File: src/rtl/video_pkg.sv
// Shared constants and FSM encoding for the video write queue.
// Region field selects register space (queued) versus bulk memory (forwarded).
package video_pkg;

    localparam logic [3:0] REGION_REG    = 4'h0;
    localparam logic [3:0] REGION_TEX    = 4'h1;
    localparam logic [3:0] REGION_TILE   = 4'h2;
    localparam logic [3:0] REGION_SPRITE = 4'h3;

    localparam int REGION_MSB = 23;
    localparam int REGION_LSB = 20;

    typedef enum logic {
        IDLE  = 1'b0,
        DRAIN = 1'b1
    } wq_state_e;

endpackage

File: src/rtl/video_wq_fifo.sv
// Synchronous FIFO holding {wstrb, addr, wdata} register writes.
// The head word is combinational so a pop can be registered by the caller in the same edge.
module video_wq_fifo #(
    parameter int DEPTH = 16,
    parameter int WIDTH = 68
) (
    input  logic                     clk_i,
    input  logic                     reset_i,
    input  logic                     push_i,
    input  logic                     pop_i,
    input  logic [WIDTH-1:0]         wdata_i,
    output logic [WIDTH-1:0]         rdata_o,
    output logic                     full_o,
    output logic                     empty_o,
    output logic [$clog2(DEPTH):0]   level_o
);
    localparam int AW = $clog2(DEPTH);

    logic [WIDTH-1:0] mem_q [DEPTH];
    logic [AW-1:0]    wr_ptr_q, rd_ptr_q;
    logic [AW:0]      level_q;
    logic             do_push, do_pop;

    assign full_o  = (level_q == (AW+1)'(DEPTH));
    assign empty_o = (level_q == '0);
    assign level_o = level_q;
    assign rdata_o = mem_q[rd_ptr_q];

    // A push while full is legal when the head leaves in the same cycle.
    assign do_pop  = pop_i && !empty_o;
    assign do_push = push_i && (!full_o || do_pop);

    always_ff @(posedge clk_i) begin
        if (do_push) begin
            mem_q[wr_ptr_q] <= wdata_i;
        end
    end

    always_ff @(posedge clk_i) begin
        if (reset_i) begin
            wr_ptr_q <= '0;
            rd_ptr_q <= '0;
            level_q  <= '0;
        end else begin
            if (do_push) wr_ptr_q <= wr_ptr_q + AW'(1);
            if (do_pop)  rd_ptr_q <= rd_ptr_q + AW'(1);
            level_q <= level_q + (AW+1)'(do_push) - (AW+1)'(do_pop);
        end
    end

endmodule

File: src/rtl/video_write_queue.sv
// CPU write path into the video block: register writes wait for vblank, memory writes pass through.
// Optional status outputs wq_level/wq_overflow are built only with VIDEO_WQ_STATUS_EN defined.
module video_write_queue
    import video_pkg::*;
#(
    parameter int DEPTH  = 16,
    parameter int ADDR_W = 32
) (
    input  logic                     clk,
    input  logic                     reset,
    input  logic                     iomem_valid,
    input  logic [3:0]               iomem_wstrb,
    input  logic [ADDR_W-1:0]        iomem_addr,
    input  logic [31:0]              iomem_wdata,
    output logic                     iomem_ready,
    input  logic                     vblank,
    output logic                     vid_valid,
    output logic [3:0]               vid_wstrb,
    output logic [ADDR_W-1:0]        vid_addr,
    output logic [31:0]              vid_wdata
`ifdef VIDEO_WQ_STATUS_EN
    ,
    output logic [$clog2(DEPTH):0]   wq_level,
    output logic                     wq_overflow
`endif
);
    localparam int ENTRY_W = 4 + ADDR_W + 32;
    localparam int LVL_W   = $clog2(DEPTH) + 1;

    wq_state_e state_q, state_d;

    logic               vblank_q, iomem_ready_q;
    logic               vid_valid_q;
    logic [3:0]         vid_wstrb_q;
    logic [ADDR_W-1:0]  vid_addr_q;
    logic [31:0]        vid_wdata_q;

    logic [3:0]         region;
    logic               req, has_strb, is_reg, fwd, pop, push, accept;
    logic [ENTRY_W-1:0] head;
    logic               fifo_full, fifo_empty;
    logic [LVL_W-1:0]   fifo_level;

    assign region   = iomem_addr[REGION_MSB:REGION_LSB];
    assign is_reg   = (region == REGION_REG);
    assign has_strb = |iomem_wstrb;
    assign req      = iomem_valid && !iomem_ready_q;

    // A forward owns vid_* next cycle, so the drain pop yields to it.
    assign fwd    = req && has_strb && !is_reg;
    assign pop    = (state_q == DRAIN) && !fifo_empty && !fwd;
    assign push   = req && has_strb && is_reg && (!fifo_full || pop);
    assign accept = req && (!has_strb || !is_reg || !fifo_full || pop);

    video_wq_fifo #(
        .DEPTH (DEPTH),
        .WIDTH (ENTRY_W)
    ) u_fifo (
        .clk_i   (clk),
        .reset_i (reset),
        .push_i  (push),
        .pop_i   (pop),
        .wdata_i ({iomem_wstrb, iomem_addr, iomem_wdata}),
        .rdata_o (head),
        .full_o  (fifo_full),
        .empty_o (fifo_empty),
        .level_o (fifo_level)
    );

    always_comb begin
        state_d = state_q;
        case (state_q)
            IDLE:    if (vblank && !vblank_q && !fifo_empty) state_d = DRAIN;
            DRAIN:   if (!vblank || fifo_level == '0)        state_d = IDLE;
            default: state_d = IDLE;
        endcase
    end

    always_ff @(posedge clk) begin
        if (reset) begin
            state_q       <= IDLE;
            vblank_q      <= 1'b0;
            iomem_ready_q <= 1'b0;
            vid_valid_q   <= 1'b0;
            vid_wstrb_q   <= '0;
            vid_addr_q    <= '0;
            vid_wdata_q   <= '0;
        end else begin
            state_q       <= state_d;
            vblank_q      <= vblank;
            iomem_ready_q <= accept;
            if (fwd) begin
                vid_valid_q <= 1'b1;
                vid_wstrb_q <= iomem_wstrb;
                vid_addr_q  <= iomem_addr;
                vid_wdata_q <= iomem_wdata;
            end else if (pop) begin
                vid_valid_q <= 1'b1;
                {vid_wstrb_q, vid_addr_q, vid_wdata_q} <= head;
            end else begin
                vid_valid_q <= 1'b0;
                vid_wstrb_q <= '0;
            end
        end
    end

    assign iomem_ready = iomem_ready_q;
    assign vid_valid   = vid_valid_q;
    assign vid_wstrb   = vid_wstrb_q;
    assign vid_addr    = vid_addr_q;
    assign vid_wdata   = vid_wdata_q;

`ifdef VIDEO_WQ_STATUS_EN
    logic wq_overflow_q;

    always_ff @(posedge clk) begin
        if (reset) begin
            wq_overflow_q <= 1'b0;
        end else if (req && has_strb && is_reg && fifo_full && !pop) begin
            wq_overflow_q <= 1'b1;
        end
    end

    assign wq_level    = fifo_level;
    assign wq_overflow = wq_overflow_q;
`endif

endmodule

File: config.mk
export PLATFORM = sky130hd
export DESIGN_NAME = video_write_queue
export DESIGN_NICKNAME = d
export VERILOG_FILES = /design/src/rtl/video_pkg.sv /design/src/rtl/video_wq_fifo.sv /design/src/rtl/video_write_queue.sv
export SDC_FILE = /design/constraint.sdc
export NUM_CORES = 1
export LEC_CHECK = 0
export ABC_CLOCK_PERIOD_IN_PS = 8600
export BUFFER_PORTS_ARGS = -buffer_cell sky130_fd_sc_hd__buf_4
export CAP_MARGIN = 20
export CORE_ASPECT_RATIO = 1.25
export CORE_MARGIN = 2
export CORE_UTILIZATION = 35
export DETAILED_ROUTE_END_ITERATION = 8
export PLACE_DENSITY = 0.53
export SYNTH_ARGS = -nofsm -noshare
export SYNTH_HDL_FRONTEND = slang
export SYNTH_SLANG_ARGS = --single-unit
export TNS_END_PERCENT = 20
File: constraint.sdc
create_clock -name clk -period 8.6 [get_ports clk]
set_input_delay 0.86 -clock clk [delete_from_list [all_inputs] [get_ports clk]]
set_output_delay 0.86 -clock clk [all_outputs]
set_load 0.02 [all_outputs]
== Word level (Yosys, flattened, before mapping) ==
Memories as Yosys holds them, arrays and structs flattened. A register that Yosys moved wholly into a read port is not among the register bits.
Index checks and enable logic that the tools add are counted.
Storage, ports and cells
  register bits: 85
  RAM bits: 1088
  input port bits: 72
  output and inout bits: 70
  logic and storage cells: 62
  memories kept: 1
Memories
  u_fifo.mem_q: depth 16, bits a word 68, rd ports 1, clocked after memory_dff 1, wr ports 1, line video_wq_fifo.sv:19  | logic [WIDTH-1:0] mem_q [DEPTH];
Cells by class
  add/subtract/negate cells: 4
  equal/unequal tests: 1
  muxes and demuxes: 15
  bitwise gates (word level): 1
  reductions and logical operators: 30
Operator list (number)
  $mux 32: 4
  $mux 4: 4
  $logic_and 1x1->1: 12
  $add 4x1->4 const B: 2
  $logic_not 1->1: 8
  $logic_or 1x1->1: 6
  $mux 1: 6
  $add 5x1->5: 1
  $eq 5x5->1 const B: 1
  $logic_not 5->1: 1
  $sub 5x1->5: 1
  $logic_not 4->1: 1
  $reduce_or 4->1: 1
  $pmux 1 s2: 1
  $reduce_bool 2->1: 1
  $not 1->1: 1

== Depth between registers and ports, before layout ==
Gate-level depths: netlist of the first run.
  word-level depth: 11
  depth in mapped cells: 14
  mapped depth without buffers: 13

== By module ==
A second synthesis of the first run with hierarchy kept.
Unflattened totals
  cell total of the unflattened synthesis: 2176
  area total of the unflattened synthesis: 44791.7 sq um
By module, submodules not included
  video_wq_fifo: times used 1, cells each 1770, area an instance 41452.3 sq um, seq. area each 33011.7 sq um
  video_write_queue: times used 1, cells each 406, area an instance 3339.5 sq um, seq. area each 1441.4 sq um

== Worst setup path before layout of the first run ==
Ideal clock, no wire load.
  path kind: input to register
  start: input iomem_addr[20]
  end: memory u_fifo.mem_q[11][0], enable pin
  setup time: 0.434 ns
  data arrival time: 3.685 ns
  data required time: 8.166 ns
  slack: 4.481 ns
  stages on the path: 5
  buffers on the path: 1
  cells stage by stage: nor4_1 -> nand3_1 -> nor2_1 -> buf_2 -> and3_1
Between the ends
  longest elaborated chain between the ends: 10
  elaborated cells between the ends (all ways): 13
Ends and longest elaborated chain
  from (decl): line video_write_queue.sv:13  | input logic [ADDR_W-1:0] iomem_addr,
  $logic_not 4->1 (*): line video_write_queue.sv:45  | assign is_reg = (region == REGION_REG);
  $logic_not 1->1: line video_write_queue.sv:50  | assign fwd = req && has_strb && !is_reg;
  $logic_and 1x1->1: line video_write_queue.sv:50
  $logic_not 1->1: line video_write_queue.sv:51  | assign pop = (state_q == DRAIN) && !fifo_empty && !fwd;
  $logic_and 1x1->1: line video_write_queue.sv:51
  $logic_or 1x1->1 / $logic_and 1x1->1 (equally long branches): line video_write_queue.sv:52, video_wq_fifo.sv:30
  $logic_and 1x1->1 / $logic_or 1x1->1 (equally long branches): line video_write_queue.sv:52, video_wq_fifo.sv:31
  $logic_and 1x1->1 (*): line video_wq_fifo.sv:31  | assign do_push = push_i && (!full_o || do_pop);
  via u_fifo.do_push: line video_wq_fifo.sv:22  | logic do_push, do_pop;
  $mux 1 (*): line video_wq_fifo.sv:34  | if (do_push) begin
  $mux 1 (implied by the code) (*): line video_wq_fifo.sv:35  | mem_q[wr_ptr_q] <= wdata_i;
  to (decl): line video_wq_fifo.sv:19
Mark *: on every way through the listed nets, which the timed path passes. The rest lies on a longest branch.

== Final worst setup path of the first run ==
  start: input iomem_addr[20]
  end: memory u_fifo.mem_q[12][33], enable pin
Between the ends
  longest elaborated chain between the ends: 10
  elaborated cells between the ends (all ways): 13
Ends and longest elaborated chain (line)
  $logic_not 4->1 (*): video_write_queue.sv:45
  $logic_not 1->1: video_write_queue.sv:50
  $logic_and 1x1->1: video_write_queue.sv:50
  $logic_not 1->1: video_write_queue.sv:51
  $logic_and 1x1->1: video_write_queue.sv:51
  $logic_or 1x1->1 / $logic_and 1x1->1 (equally long branches): video_write_queue.sv:52, video_wq_fifo.sv:30
  $logic_and 1x1->1 / $logic_or 1x1->1 (equally long branches): video_write_queue.sv:52, video_wq_fifo.sv:31
  $logic_and 1x1->1 (*): video_wq_fifo.sv:31
  $mux 1 (*): video_wq_fifo.sv:34
  $mux 1 (implied by the code) (*): video_wq_fifo.sv:35
Every way passes the cells marked *; elsewhere a longest branch is shown, timed or not.

==> results of run 1 <==
==> cell type report <==
class	count	area (sq um)	share of cell area, %
well taps	1702	2130	4.125
multi-input cells	744	9832	19.05
inverters	11	41.29	0.07998
clock buffers	152	3133	6.069
diodes	2	5.005	0.009695
repair buffers	182	1416	2.744
flip-flops and latches	1177	34470	66.77
clock inverters	58	599.3	1.161
==> worst max-delay path, stage by stage <==
cell and delay [ns]:
buf_4 0.17, nor4_1 0.78, nand3_1 0.37, nor2_1 0.91, and4_4 0.77, buf_4 0.74
==> where the power goes <==
part | switching [mW] | internal [mW]
registers | 0.0541 | 6.29
clock network | 2.13 | 2.83
logic | 0.369 | 0.231
==> cells in the final DEF, fill, tap and decap left out, types with 5 or more instances in the layout <==
cell type	count
a211oi_1	15
and4_1	60
o32ai_1	29
mux4_2	272
o32ai_2	31
nand3_1	10
nor2b_1	22
and3_1	5
edfxtp_1	1088
nor2_1	8
inv_1	11
a31oi_1	64
clkinv_2	24
clkbuf_1	22
bufinv_16	9
a21oi_1	14
and3_4	12
ha_1	11
nand2_1	11
buf_4	178
dfxtp_1	85
clkinv_1	11
clkbuf_8	18
clkbuf_16	112
o21ai_0	5
o22ai_1	105
or3_1	7
==> path summary, 6_finish.rpt <==
path | from | endpoint | slack, ns
setup / recovery | iomem_addr[20] | u_fifo.mem_q[12][33] | 4.24
hold reg to reg | u_fifo.rd_ptr_q[1] | flop | 0.52
setup reg to reg | iomem_ready | u_fifo.mem_q[12][33] | 4.62
hold / removal | iomem_wdata[10] | u_fifo.mem_q[6][10] | 0.44
==> sequential cells by signal, summed over array words and instances (netlist names), 4 cells and up, named ones only <==
name and cells:
u_fifo.mem_q 1088, vid_addr 32, vid_wdata 32, u_fifo.level_o 5, u_fifo.rd_ptr_q 4, u_fifo.wr_ptr_q 4, vid_wstrb 4
==> per-layer routing <==
| metal | vias up | part of all wire [%] |
|---|---|---|
| met5 | - | 0.018 |
| met2 | 610 | 52 |
| met3 | 148 | 4.6 |
| met1 | 12050 | 41 |
| met4 | 4 | 2.5 |
| li1 | 9263 | - |
==> cells by family (layout without fill, tap and decap cells) <==
kind of cell,after synthesis,in the layout,share of synthesized area (%)
compound gates,281,281,4.832
xor+xnor,4,4,0.07804
fa+ha+maj,12,12,0.3511
buf+inv,158,403,1.602
flops,1177,1177,76.73
mux,280,280,13.83
other cells,0,2,0
simple gates,167,167,2.575
==> metrics by stage <==
stage          cell area, sq um  hold slack, ns  total power [mW]
2_1_floorplan             44900          0.4755             6.782
3_3_place_gp              47860          0.4724             7.066
3_5_place_dp              47880          0.5057             7.074
4_1_cts                   51620          0.3664             12.04
5_1_grt                   51620          0.4140             12.26
6_report                  51620          0.4439             11.90
==> impl_metrics.toml, run 1 <==
[status]
outcome = "finished clean"

[route]
drt_pre_antenna_iters = 5
dr.first_iter.drc_count = 1848
via_per_inst = 5.481
drc = 0
vias = 22080
ant_nets = 0
totalWireLength_um = 114300
routedWlPerCell_um = 28.39

[floorplan]
core_region_area_sq_mm = 0.1270
rows = 146
die_w_um = 324.4
io_pins = 142
dieArea_sq_mm = 0.1312
chipHeight_um = 404.5
initial_core_util_pct = 35.37

[global_route]
track_usage_pct = 17.38
grt_pass1_wl_um = 166700
grt-busiest-layer = "met2"
overflow = 0
grtUsageMet1_pct = 22.08
antenna_found_initial = 6
grt_use_met2_pct = 30.80
grt_max_degree = 118
grt_pass1_vias = 23410
grt.met3_usage_pct = 2.668

[critical_path]
reg2regPathDepth = 6
crit_required_ns = 8.93
crit_path_start_kind = "input port"
arrival_ns = 4.69
path_max_fanout = 38
cp-end-kind = "flop"
worstSetupPathType = "in2reg"

[power]
pwr_density_cell_mw_per_mm2 = 230.6
peakVddDrop_v = 0.0001514
power.leakage_nw = 15.69

[cts]
cts_max_level = 3
cts_setup_buffers = 0
cts_buffers = 111
cts.sinks = 1177
clkTransAtPathRegs_ns = 0.07
cts_resized = 0
cts_tree = "yes"
root_buffer = "clkbuf_16"
clockBufferDepth = 3
clock_latency_ns = 0.72
hold_buffers = 0

[synth]
synthesis.instances = 2079
yosysWarnings = 0
synth_area_leader_cell = "edfxtp_1"
synth_fp_nets = 2163
synth-async-reset-ratio_pct = 0
avgSynthCellArea_sq_um = 21.60
synth_flop_cell = "edfxtp_1"
ys_seq_elements = 1177
synth_edf_count = 1088
ys_top_cells_by_count = "edfxtp_1, mux4_2, o22ai_1"
netlist_top_cells_area = "edfxtp_1, mux4_2, dfxtp_1"
yosysSeqAreaShare_pct = 76.73
yosysMostFrequentCell = "edfxtp_1"
synth_top_area_share_pct = 72.76
syn_area_sq_mm = 0.04490
synth.distinct_cells = 48

[layout]
fillers = 11120
final_core_util_pct = 40.66
finalNonFillerCells = 4028
drive_above_1_share_pct = 29.99
fin_nets = 2311
syn_to_final_growth_pct = 14.97

[worst_hold_path]
whs_path_depth = 1
min_path_type = "in2reg"

[place]
dp_hpwl_um = 63420
dp_worst_setup_slack_ns = 3.459
portBuffers = 141
dp.cells = 3816
gp_congestion = 0.7669

[sta]
report.final.hold_viol_count = 0
tightest_slew_ns = 1.066
slew_violations = 0
clock.fmax_mhz = 229.4
period_share_pct = 50.68
report.final.setup_viol = 0
fin_setup_tns_ns = 0
maxSlewHeadroom_pct = 28.67
fin_crit_ns = 4.359
setup_ws_ns = 4.241
fin_skew_ns = 0.03275
rsz0062_at_grt = "no"

[job]
drv_cap = 0
No activity file was read; power rests on OpenSTA's default activity.
==> run 2: changes to the inputs <==
Settings changed: ABC_CLOCK_PERIOD_IN_PS 8600 to 3720, PLACE_DENSITY 0.53 to 0.55.
Clock period 8.6 ns to 3.72 ns, I/O delays scaled along.
==> impl_metrics.toml, run 2 (synthesis results as in run 1) <==
[status]
outcome = "finished clean"

[cts]
cts.sinks = 1177
root_buffer = "clkbuf_16"
cts_tree = "yes"
clkTransAtPathRegs_ns = 0.06
clockBufferDepth = 3
cts_buffers = 110
clock_latency_ns = 0.73
cts_setup_buffers = 0
cts_max_level = 3

[critical_path]
startpoint = "u_fifo.level_o[2]"
reg2regPathDepth = 13
path_max_fanout = 4
worstSetupPathType = "reg2reg"
r2r_start = "u_fifo.level_o[2]"
arrival_ns = 3.85
crit_path_start_kind = "flop"
crit_required_ns = 4.36
cp-end-kind = "flop"

[layout]
layout_commonest_cell = "edfxtp_1"
drive_above_1_share_pct = 29.86
syn_to_final_growth_pct = 18.32
top_register = "u_fifo.mem_q"
largest_reg_flops = 1088
fin_nets = 2418
layout_common_cells = "edfxtp_1, mux4_2, buf_4, clkbuf_16, o22ai_1"

[floorplan]
dieArea_sq_mm = 0.1312
core_region_area_sq_mm = 0.1270
initial_core_util_pct = 35.37
die_w_um = 324.4
rows = 146
io_pins = 142
chipHeight_um = 404.5

[place]
gp_congestion = 0.7508
dp_hpwl_um = 65590
portBuffers = 141
dp_worst_setup_slack_ns = 0.4353

[power]
pwr_density_cell_mw_per_mm2 = 524.2
peakVddDrop_v = 0.0004174
power.leakage_nw = 16.31

[global_route]
antenna_found_initial = 7
grt_pass1_wl_um = 170600
grt_pass1_vias = 24070
overflow = 0
grt_max_degree = 60
track_usage_pct = 17.74

[sta]
maxSlewHeadroom_pct = 22.65
setup_ws_ns = 0.5121
report.final.hold_viol_count = 0
fin_skew_ns = 0.02880
tightest_slew_ns = 1.160
period_share_pct = 86.24
slew_violations = 0
clock.fmax_mhz = 311.7
fin_crit_ns = 3.208
report.final.setup_viol = 0
rsz0062_at_grt = "no"
fin_setup_tns_ns = 0

[job]
drv_cap = 0

[route]
totalWireLength_um = 117000
drc = 0
drt_pre_antenna_iters = 5
ant_nets = 0
dr.first_iter.drc_count = 2151
vias = 22670
via_per_inst = 5.480
routedWlPerCell_um = 28.28

[worst_hold_path]
min_path_type = "in2reg"
worstHoldStart = "iomem_valid"
whs_path_depth = 3
[run 2: changes by cell type in the layout (fill, tap and decap cells not counted), moves of 5 or more]
cell | previous run | this run
clkinv_1 | 11 | 17
buf_12 | 4 | 42
clkbuf_8 | 18 | 12
clkinv_2 | 24 | 18
dlygate4sd3_1 | 0 | 69
bufinv_16 | 9 | 14
[run 2: cell type report]
cell class,count,area [sq um]
multi-input cells,744,9832
fillers,10910,73830
inverters,11,41.29
clock buffers,149,3062
flip-flops and latches,1177,34470
clock inverters,60,714.4
well taps,1702,2130
repair buffers,290,2875
diodes,4,10.01
[run 2: power by group]
group          internal [mW]  total (mW)  switching [mW]
sequential              14.5        14.7           0.119
combinational          0.598        1.48           0.884
clock                   6.76        11.7            4.96
[run 2: timing repair]
action                                 in CTS  in global routing
hold buffers                               69                  0
resized for setup                           0                  0
endpoints found under the hold margin    1085                  0
[run 2: worst max-delay path: stages (launching register included)]
cell and delay, ns:
dfxtp_1 0.31, inv_1 0.09, ha_1 0.19, or4b_1 0.54
o311ai_1 0.17, inv_1 0.09, ha_1 0.29, inv_1 0.04
ha_1 0.21, fa_1 0.43, a21oi_1 0.16, nor2_1 0.07
or3_1 0.36, a21oi_1 0.17
[run 2: layer usage]
| layer | up-vias | GRT usage (%) | share of wire, % |
|---|---|---|---|
| li1 | 9482 | - | - |
| met1 | 12290 | 23.34 | 42 |
| met2 | 718 | 30.29 | 51 |
| met3 | 174 | 2.781 | 5.2 |
| met4 | 4 | 5.443 | 2.5 |
| met5 | - | 0 | 0.021 |
[run 2: final timing paths]
check                       endpoint  slack (ns)
setup / recovery   u_fifo.level_o[4]        0.51
hold / removal           iomem_ready        0.08
setup reg to reg   u_fifo.level_o[4]        0.51
hold reg to reg   u_fifo.rd_ptr_q[1]        0.52
[run 2: stage by stage]
stage | power [mW] | utilization [%] | hold slack, ns | cell area (sq um) | cells
floorplan | 15.68 | - | 0.4514 | 44900 | 2079
global placement | 16.33 | 38.32 | 0.4853 | 48650 | 3855
detailed placement | 16.37 | 38.32 | 0.5041 | 48650 | 3855
CTS | 28.09 | 41.84 | 0.01432 | 53120 | 4133
global route | 28.69 | 41.85 | 0.08144 | 53130 | 4136
finish | 27.85 | 41.85 | 0.07710 | 53130 | 4137
